`src/rtl/sub_bytes_serial.sv`:
```
// sub_bytes_serial: byte-serial AES-128 SubBytes engine.
// A 128-bit state is accepted on an in_valid/in_ready handshake. The engine
// then feeds one byte per cycle through a single combinational sbox. After
// 16 cycles it presents the substituted state on an out_valid/out_ready
// handshake.
//
// Ports:
//   clk        in   rising-edge clock
//   resetn     in   asynchronous active-low reset
//   in_valid   in   upstream presents in_data
//   in_ready   out  engine idle and able to accept a state (registered)
//   in_data    in   [127:0] state, byte k = in_data[127-8k -: 8], column-major
//   out_valid  out  out_data holds a finished result (registered)
//   out_ready  in   downstream accepts out_data
//   out_data   out  [127:0] transformed state, same byte order as in_data
//   busy       out  high while running or holding a result
//
// Build option: defining SUB_BYTES_SHIFTROWS_EN fuses the ShiftRows byte
// permutation into the result write address. out_data is then
// ShiftRows(SubBytes(in_data)). Latency and handshakes are unchanged.
//
// state | meaning
// ------+-----------------------------------------------------------
// IDLE  | waiting for a state, in_ready=1
// RUN   | one byte per cycle through the sbox, cnt = byte index 0..15
// DONE  | result held, out_valid=1 until out_ready

module sub_bytes_serial (
  input  logic         clk,
  input  logic         resetn,
  input  logic         in_valid,
  output logic         in_ready,
  input  logic [127:0] in_data,
  output logic         out_valid,
  input  logic         out_ready,
  output logic [127:0] out_data,
  output logic         busy
);

  typedef enum logic [1:0] {
    S_IDLE = 2'd0,
    S_RUN  = 2'd1,
    S_DONE = 2'd2
  } state_t;

  state_t       state;
  logic [3:0]   cnt;
  logic [127:0] src;
  logic [127:0] res;
  logic [7:0]   sb_index;
  logic [7:0]   sb_o;
  logic [3:0]   dst;

  // Source byte select for the current count.
  always_comb begin
    sb_index = 8'h00;
    for (int i = 0; i < 16; i++) begin
      if (cnt == i[3:0]) sb_index = src[127-8*i -: 8];
    end
  end

`ifdef SUB_BYTES_SHIFTROWS_EN
  // Byte at row r, column c lands in column (c - r) mod 4 of the same row.
  // The 2-bit subtraction wraps, which gives the mod-4 result directly.
  always_comb begin
    dst = {cnt[3:2] - cnt[1:0], cnt[1:0]};
  end
`else
  always_comb begin
    dst = cnt;
  end
`endif

  sbox u_sbox (
    .index (sb_index),
    .o     (sb_o)
  );

  // Outputs are registered. in_ready comes up one cycle after reset release,
  // so no accept can happen on the first edge out of reset.
  always_ff @(posedge clk or negedge resetn) begin
    if (!resetn) begin
      state     <= S_IDLE;
      cnt       <= 4'd0;
      src       <= 128'h0;
      res       <= 128'h0;
      in_ready  <= 1'b0;
      out_valid <= 1'b0;
      busy      <= 1'b0;
    end else begin
      case (state)
        S_IDLE: begin
          if (in_valid && in_ready) begin
            src      <= in_data;
            cnt      <= 4'd0;
            state    <= S_RUN;
            in_ready <= 1'b0;
            busy     <= 1'b1;
          end else begin
            in_ready <= 1'b1;
          end
        end
        S_RUN: begin
          for (int i = 0; i < 16; i++) begin
            if (dst == i[3:0]) res[127-8*i -: 8] <= sb_o;
          end
          cnt <= cnt + 4'd1;
          if (cnt == 4'd15) begin
            state     <= S_DONE;
            out_valid <= 1'b1;
          end
        end
        S_DONE: begin
          if (out_ready) begin
            state     <= S_IDLE;
            out_valid <= 1'b0;
            busy      <= 1'b0;
            in_ready  <= 1'b1;
          end
        end
        default: begin
          state     <= S_IDLE;
          out_valid <= 1'b0;
          busy      <= 1'b0;
          in_ready  <= 1'b0;
        end
      endcase
    end
  end

  assign out_data = res;

endmodule

// sbox: combinational AES S-box.
// It computes the multiplicative inverse in GF(2^8) as x^254 and then applies
// the AES affine transform. This matches the 256-entry table without storing
// one.
//   index  in   [7:0] input byte
//   o      out  [7:0] substituted byte
module sbox (
  input  logic [7:0] index,
  output logic [7:0] o
);

  function automatic logic [7:0] gf_mul(input logic [7:0] a, input logic [7:0] b);
    logic [7:0] p;
    logic [7:0] aa;
    p  = 8'h00;
    aa = a;
    for (int i = 0; i < 8; i++) begin
      if (b[i]) p = p ^ aa;
      aa = {aa[6:0], 1'b0} ^ (aa[7] ? 8'h1b : 8'h00);
    end
    return p;
  endfunction

  logic [7:0] pw;
  logic [7:0] inv;

  // Successive squarings accumulate x^(2+4+...+128) = x^254 = x^-1.
  // The zero input maps to zero.
  always_comb begin
    pw  = index;
    inv = 8'h01;
    for (int i = 1; i < 8; i++) begin
      pw  = gf_mul(pw, pw);
      inv = gf_mul(inv, pw);
    end
    o = inv ^ {inv[6:0], inv[7]} ^ {inv[5:0], inv[7:6]}
            ^ {inv[4:0], inv[7:5]} ^ {inv[3:0], inv[7:4]} ^ 8'h63;
  end

endmodule

```
`config.mk`:
```
export PLATFORM = sky130hd
export DESIGN_NAME = sub_bytes_serial
export DESIGN_NICKNAME = d
export VERILOG_FILES = /design/src/rtl/sub_bytes_serial.sv
export SDC_FILE = /design/constraint.sdc
export NUM_CORES = 1
export LEC_CHECK = 0
export ABC_AREA = 1
export CAP_MARGIN = 20
export CORE_MARGIN = 10
export CORE_UTILIZATION = 50
export DETAILED_ROUTE_END_ITERATION = 10
export GPL_TIMING_DRIVEN = 0
export HOLD_SLACK_MARGIN = 0.08
export PLACE_DENSITY = 0.7
export SKIP_CTS_REPAIR_TIMING = 1
export SLEW_MARGIN = 20
export SYNTH_ARGS = -nofsm -noshare
export SYNTH_HDL_FRONTEND = slang
export SYNTH_SLANG_ARGS = --single-unit
```
`constraint.sdc`:
```
create_clock -name clk -period 16.2 [get_ports clk]
set_input_delay 2.43 -clock clk [delete_from_list [all_inputs] [get_ports clk]]
set_output_delay 2.43 -clock clk [all_outputs]
set_load 0.05 [all_outputs]
```
==> results.md <==
* Hold depth at 2
* Routed len/inst at 16.48 um
* FP Rows at 90
* Largest family of logic cells by synthesized area: simple AND/OR/NAND/NOR gates
* First-pass GRT wire length at ~170000 um
* Clk_lat worst skew at ~0.55 ns
* Post-synth cell types at 56
* Slowest-stage cell, CP: dfrtp_1
* Register area at about 0.0066 mm2
* Synth Area in Simple Gates at between 50% and 60%
* Syn nets at ~5700
* Largest net degree at the start of global routing at between 90 and 100
* Synth top area cells: nand2_1, dfrtp_1, nand3_1
* Flops & latches, synth at about 270
* Fin cells at ~6700
* Setup crit start kind: flip-flop
* CP Capture Type: flip-flop
* Placed instance count at between 6000 and 7000
* Drt drc at 0
* Hold path endpoint: src[41]$_DFFE_PN0P_
* DP Area at between 0.03 and 0.04 mm2
* Hold path start: src[41]$_DFFE_PN0P_
* Relative slew slack at 38.10%
* Port Buf Inserts at about 260
* Synthesis-to-layout area growth at 19.17%
* Final design utilization at between 60% and 70%
* Delay of the slowest critical-path stage at between 0.4 and 0.5 ns
* Die H at 268.4 um
* Final setup fails at 0
* Fill count at 6090
* Gr usage total at about 29%
* Initial antenna violation count at 10
* H-tree levels at 1
* DIE AREA at between 0.07 and 0.08 mm2
* Final WL at around 110000 um
* Detailed Place HPWL at 86300 um
* Final period util at 92.89%
* Worst-Margin Slew at between 0.9 and 1 ns
* DR pass1 iterations at 7
* Die width at ~270 um
* DR vias at 35960
* CP required at 16.64 ns
* Worst min path class: flip-flop to flip-flop
* Mapped cell area at approximately 0.03 mm2
* Max Cap Viol at 0
* Syn avg cell area at 5.571 um2
* Kind of critical path: flip-flop to flip-flop
* Reg2Reg Setup Slack at about 1.2 ns
* Share of cells above drive strength 1 at about an eighth
* Post-synth top cells: nand2_1, nand3_1, inv_1
* Fin. Hold Viols at 0
* Gr ovfl total at 0
* Final Critical Period at ~15 ns
* Reg-to-Reg End: out_data[56]$_DFFE_PN0P_
* Area leader, netlist: nand2_1
* Syn Inst Count at ~5500
* Initial Utilization at about half
* Core area at 0.06070 mm2
* Starting DRT DRC Count at ~3400
* Most frequent cell after synthesis: nand2_1
* Max Fclk at roughly 66 MHz
* Sink Count at ~270
* Clk root buf: clkbuf_16
* Final nets at between 6000 and 7000
* Vias per inst at ~5.4
* Crit path max fanout at 10
* Critical path's most frequent cell: nand2_1
* Synth Area in Adders at 0.4461%
* Worst Skew at ~0.013 ns
* Final Cell Area at around 0.037 mm2
* Post-synth top area share at 32.23%
* CTS tree: done
* Worst Path Arrival at about 15 ns
* Worst R2R Start: cnt[1]$_DFFE_PN0P_
* RD Place Congestion at between 0.9 and 1
* Clock Pin Slew Worst Setup and Hold Paths at ~0.070 ns
* Vias in the first global route at ~32000
* Status: complete, no violations
* Io pins at ~260
* Mux cell area share after synthesis at 0%
* Area of the multi-input gates at approximately 0.022 mm2
* Final slew viol count at 0
* Final setup TNS at 0 ns
* EDFF count, synth at 0
* FFs w/ async S/R, synth at 100.0%
* Final ANT Viol Nets at 0
* Seq/Total Area, Yosys at between 20% and 30%
* Xor/xnor share of the synthesized area at around 6.2%
* Warnings, synthesis at 0
* Most used DFF post-synth: dfrtp_1
* Clock Path Buffers at 3
* Compound-gate portion of the synthesized area at between 2 and 3%
* R2R cell count at between 100 and 150
* CTS Buf Count at 28
-- worst max-delay path: cells and delay by family, from the launching register on --
family,cells,cell delay (ns)
compound gates,2,0.35
flops,1,0.41
fa+ha+maj,4,1.18
simple gates,77,7.91
buf+inv,27,3.44
xor+xnor,6,1.58
-- layout make-up --
cell class                      count  area share, %
Antenna cell                        5        0.03403
Buffer                            150          2.981
Clock buffer                       37          2.219
Clock inverter                     15         0.5037
Inverter                          555          5.742
Multi-Input combinational cell   4568          59.51
Sequential cell                   265          18.04
Tap cell                          782          2.661
Timing Repair Buffer              311          8.311
-- through the flow --
step,setup WS (ns),hold slack [ns]
final,1.152,0.4629
after CTS,-1.239,0.4666
after global placement,-0.9813,0.4466
after detailed placement,-1.174,0.4515
after floorplan,2.662,0.4332
after global routing,-0.09565,0.4836
-- placed cells by master, fill, tap and decap left out, types with 11 or more instances in the layout --
master           count
buf_2               20
xor2_2              15
buf_6               29
clkbuf_1            34
nor2_4              11
nand3_2             35
inv_1              422
dfrtp_1            264
nand3_1            811
clkinv_1            12
o21ai_0             27
nand3b_1            59
nor2_1             314
clkbuf_16           29
buf_4              100
inv_2              111
nand2_4             50
nand2_2            179
xnor2_1             48
nor2_2              32
o21bai_1            21
or2_1               20
a21oi_1             35
clkdlybuf4s50_1    261
o21ai_1             41
nand4_1             70
xor2_1             117
nand2_1           2604
-- metal layers --
layer / share of wire [%] / up-vias / global-route usage, %
met5: 0.051 / - / 0
met4: 3.7 / 10 / 10.16
met3: 8.1 / 263 / 3.784
met2: 46 / 1360 / 48.64
met1: 42 / 16310 / 38.15
li1: - / 18020 / -
-- registers in the layout, indices dropped and copies added (netlist names) --
| name | flops |
|---|---|
| out_data | 128 |
| src | 128 |
| cnt | 4 |
| state | 2 |
| busy | 1 |
| in_ready | 1 |
| out_valid | 1 |
-- cell families after synthesis --
logic type | Yosys count
and+or+nand+nor | 4208
adders and majority gates | 11
xor gates and xnor gates | 198
AOI/OAI and AO/OA | 150
DFF | 265
buffers and inverters | 706
-- how the worst max path moves through the flow --
stage	endpoint	slack [ns]	start
global route	out_data[100]$_DFFE_PN0P_	-0.1	cnt[1]$_DFFE_PN0P_
floorplan	out_data[119]$_DFFE_PN0P_	2.66	cnt[0]$_DFFE_PN0P_
global placement	out_data[121]$_DFFE_PN0P_	-0.98	cnt[1]$_DFFE_PN0P_
finish	out_data[56]$_DFFE_PN0P_	1.15	cnt[1]$_DFFE_PN0P_
CTS	out_data[33]$_DFFE_PN0P_	-1.24	cnt[0]$_DFFE_PN0P_
detailed placement	out_data[121]$_DFFE_PN0P_	-1.17	cnt[0]$_DFFE_PN0P_
Power is left out: the tool's default activity adds up to more than one toggle a clock period on the data nets, which glitch-free logic cannot reach.
==> edit, RTL diff (config.mk and constraints unchanged) <==
Add a define of `SUB_BYTES_SHIFTROWS_EN`.
--- a/src/rtl/sub_bytes_serial.sv
+++ b/src/rtl/sub_bytes_serial.sv
@@ -24,6 +24,8 @@
 // IDLE  | waiting for a state, in_ready=1
 // RUN   | one byte per cycle through the sbox, cnt = byte index 0..15
 // DONE  | result held, out_valid=1 until out_ready
+
+`define SUB_BYTES_SHIFTROWS_EN
 
 module sub_bytes_serial (
   input  logic         clk,
Function: same outputs for any inputs over 4 cycles, from zero or initial values and one cycle with resetn low; that may be too few to reach the edited logic, so the function may still have changed.
==> edit against the unedited design <==
  * Via count is 0.86% lower
  * Die area is 2.3% higher
  * Design area is 3.7% higher
  * Routed wire length is 3.8% lower
  * Synthesized area is 2.5% higher
  * Setup slack worse by 66 ps
  * Critical path depth is 9 lower
  * Largest cell class unchanged
  * Sequential cell count stayed put
Power is left out: the tool's default activity adds up to more than one toggle a clock period on the data nets, which glitch-free logic cannot reach.
==> edit: results (changes against the unedited design) <==
metric;value;unit;change
vias per cell;5.33;;was 5.38
most frequent cells after synthesis;nand2_1, nand3_1, inv_1;;unchanged
1st-iter DRT viols;2977;;was 3354
R2R Setup Slk;1090;ps;was 1150 ps
DP Wirelength;81000;µm;was 86300 µm
post-synthesis cell type count;65;;was 56
final antenna diode count;0;;was 5
total track usage;0.271;;was 0.291
Worst setup endpoint;out_data[65]$_DFFE_PN0P_;;was out_data[56]$_DFFE_PN0P_
WL per Instance;15.8;µm;was 16.5 µm
WP data arrival;15530;ps;was 15490 ps
vias in the first global route;32400;;was 32000
FF-to-FF path depth;107;;was 116
status;completed;;unchanged
routability cong.;0.962;;was 0.987
Crit path max-delay family;simple AND/OR/NAND/NOR gates;;unchanged
DRT Pass-1 Iters;6;;was 7
compound-cell area share of the yosys netlist;0.0282;;was 0.0294
adder-cell share of the synthesized area;0.00475;;was 0.00446
# fillers;6212;;was 6090
nets@finish;5970;;was 6022
Synth Area in XOR/XNOR;0.0731;;was 0.0620
initial antenna violation count;0;;was 10
Main synth FF type;dfrtp_1;;unchanged
Synthesized Nets;5590;;was 5681
largest net degree at the start of global routing;94;;was 93
slowest CP cell;dfrtp_2;;was dfrtp_1
Area contributors post-synth;nand2_1, dfrtp_1, nand3_1;;unchanged
CTS buffer count;26;;was 28
layout cells sized above 1;0.157;;was 0.121
final clock skew;23.8;ps;was 13.0 ps
[edit: kinds of logic after synthesis]
group	Yosys count
compound gates	150
xor+xnor	232
fa+ha+maj	12
buf+inv	673
flops	265
simple gates	4114
[edit: area by class of cell]
cell class | count | share of cell area
Inverter | 530 | 0.0544
Buffer | 142 | 0.0336
Tap cell | 846 | 0.0278
Sequential cell | 265 | 0.174
Clock inverter | 10 | 0.00256
Timing Repair Buffer | 351 | 0.0890
Clock buffer | 37 | 0.0195
Multi-Input combinational cell | 4510 | 0.599
[edit: stage by stage]
step                      setup TNS, ps  std cells  setup slack (ps)  area [µm²]
final                                 0       6691              1090       38100
after detailed placement         -44920       6557              -537       35400
after global routing              -6730       6691              -168       38100
after global placement           -23540       6554              -384       35300
after CTS                        -52700       6604              -618       36200
after floorplan                       0       5446              2650       31600
[edit: per-layer routing]
| metal | GRT usage | part of all wire | up-vias |
|---|---|---|---|
| met1 | 0.352 | 0.42 | 16500 |
| met2 | 0.469 | 0.49 | 1196 |
| li1 | - | - | 17800 |
| met4 | 0.0893 | 0.032 | 0 |
| met5 | 0 | 0 | - |
| met3 | 0.0223 | 0.061 | 192 |
[edit: worst min-delay path by stage]
stage	startpoint	end	slack [ps]	depth (start not counted)
6_report	src[32]$_DFFE_PN0P_	src[32]$_DFFE_PN0P_	460	2
5_1_grt	src[126]$_DFFE_PN0P_	src[126]$_DFFE_PN0P_	490	2
4_1_cts	src[32]$_DFFE_PN0P_	src[32]$_DFFE_PN0P_	470	2
3_5_place_dp	src[32]$_DFFE_PN0P_	src[32]$_DFFE_PN0P_	450	2
3_3_place_gp	src[107]$_DFFE_PN0P_	src[107]$_DFFE_PN0P_	450	2
2_1_floorplan	src[110]$_DFFE_PN0P_	src[110]$_DFFE_PN0P_	430	2
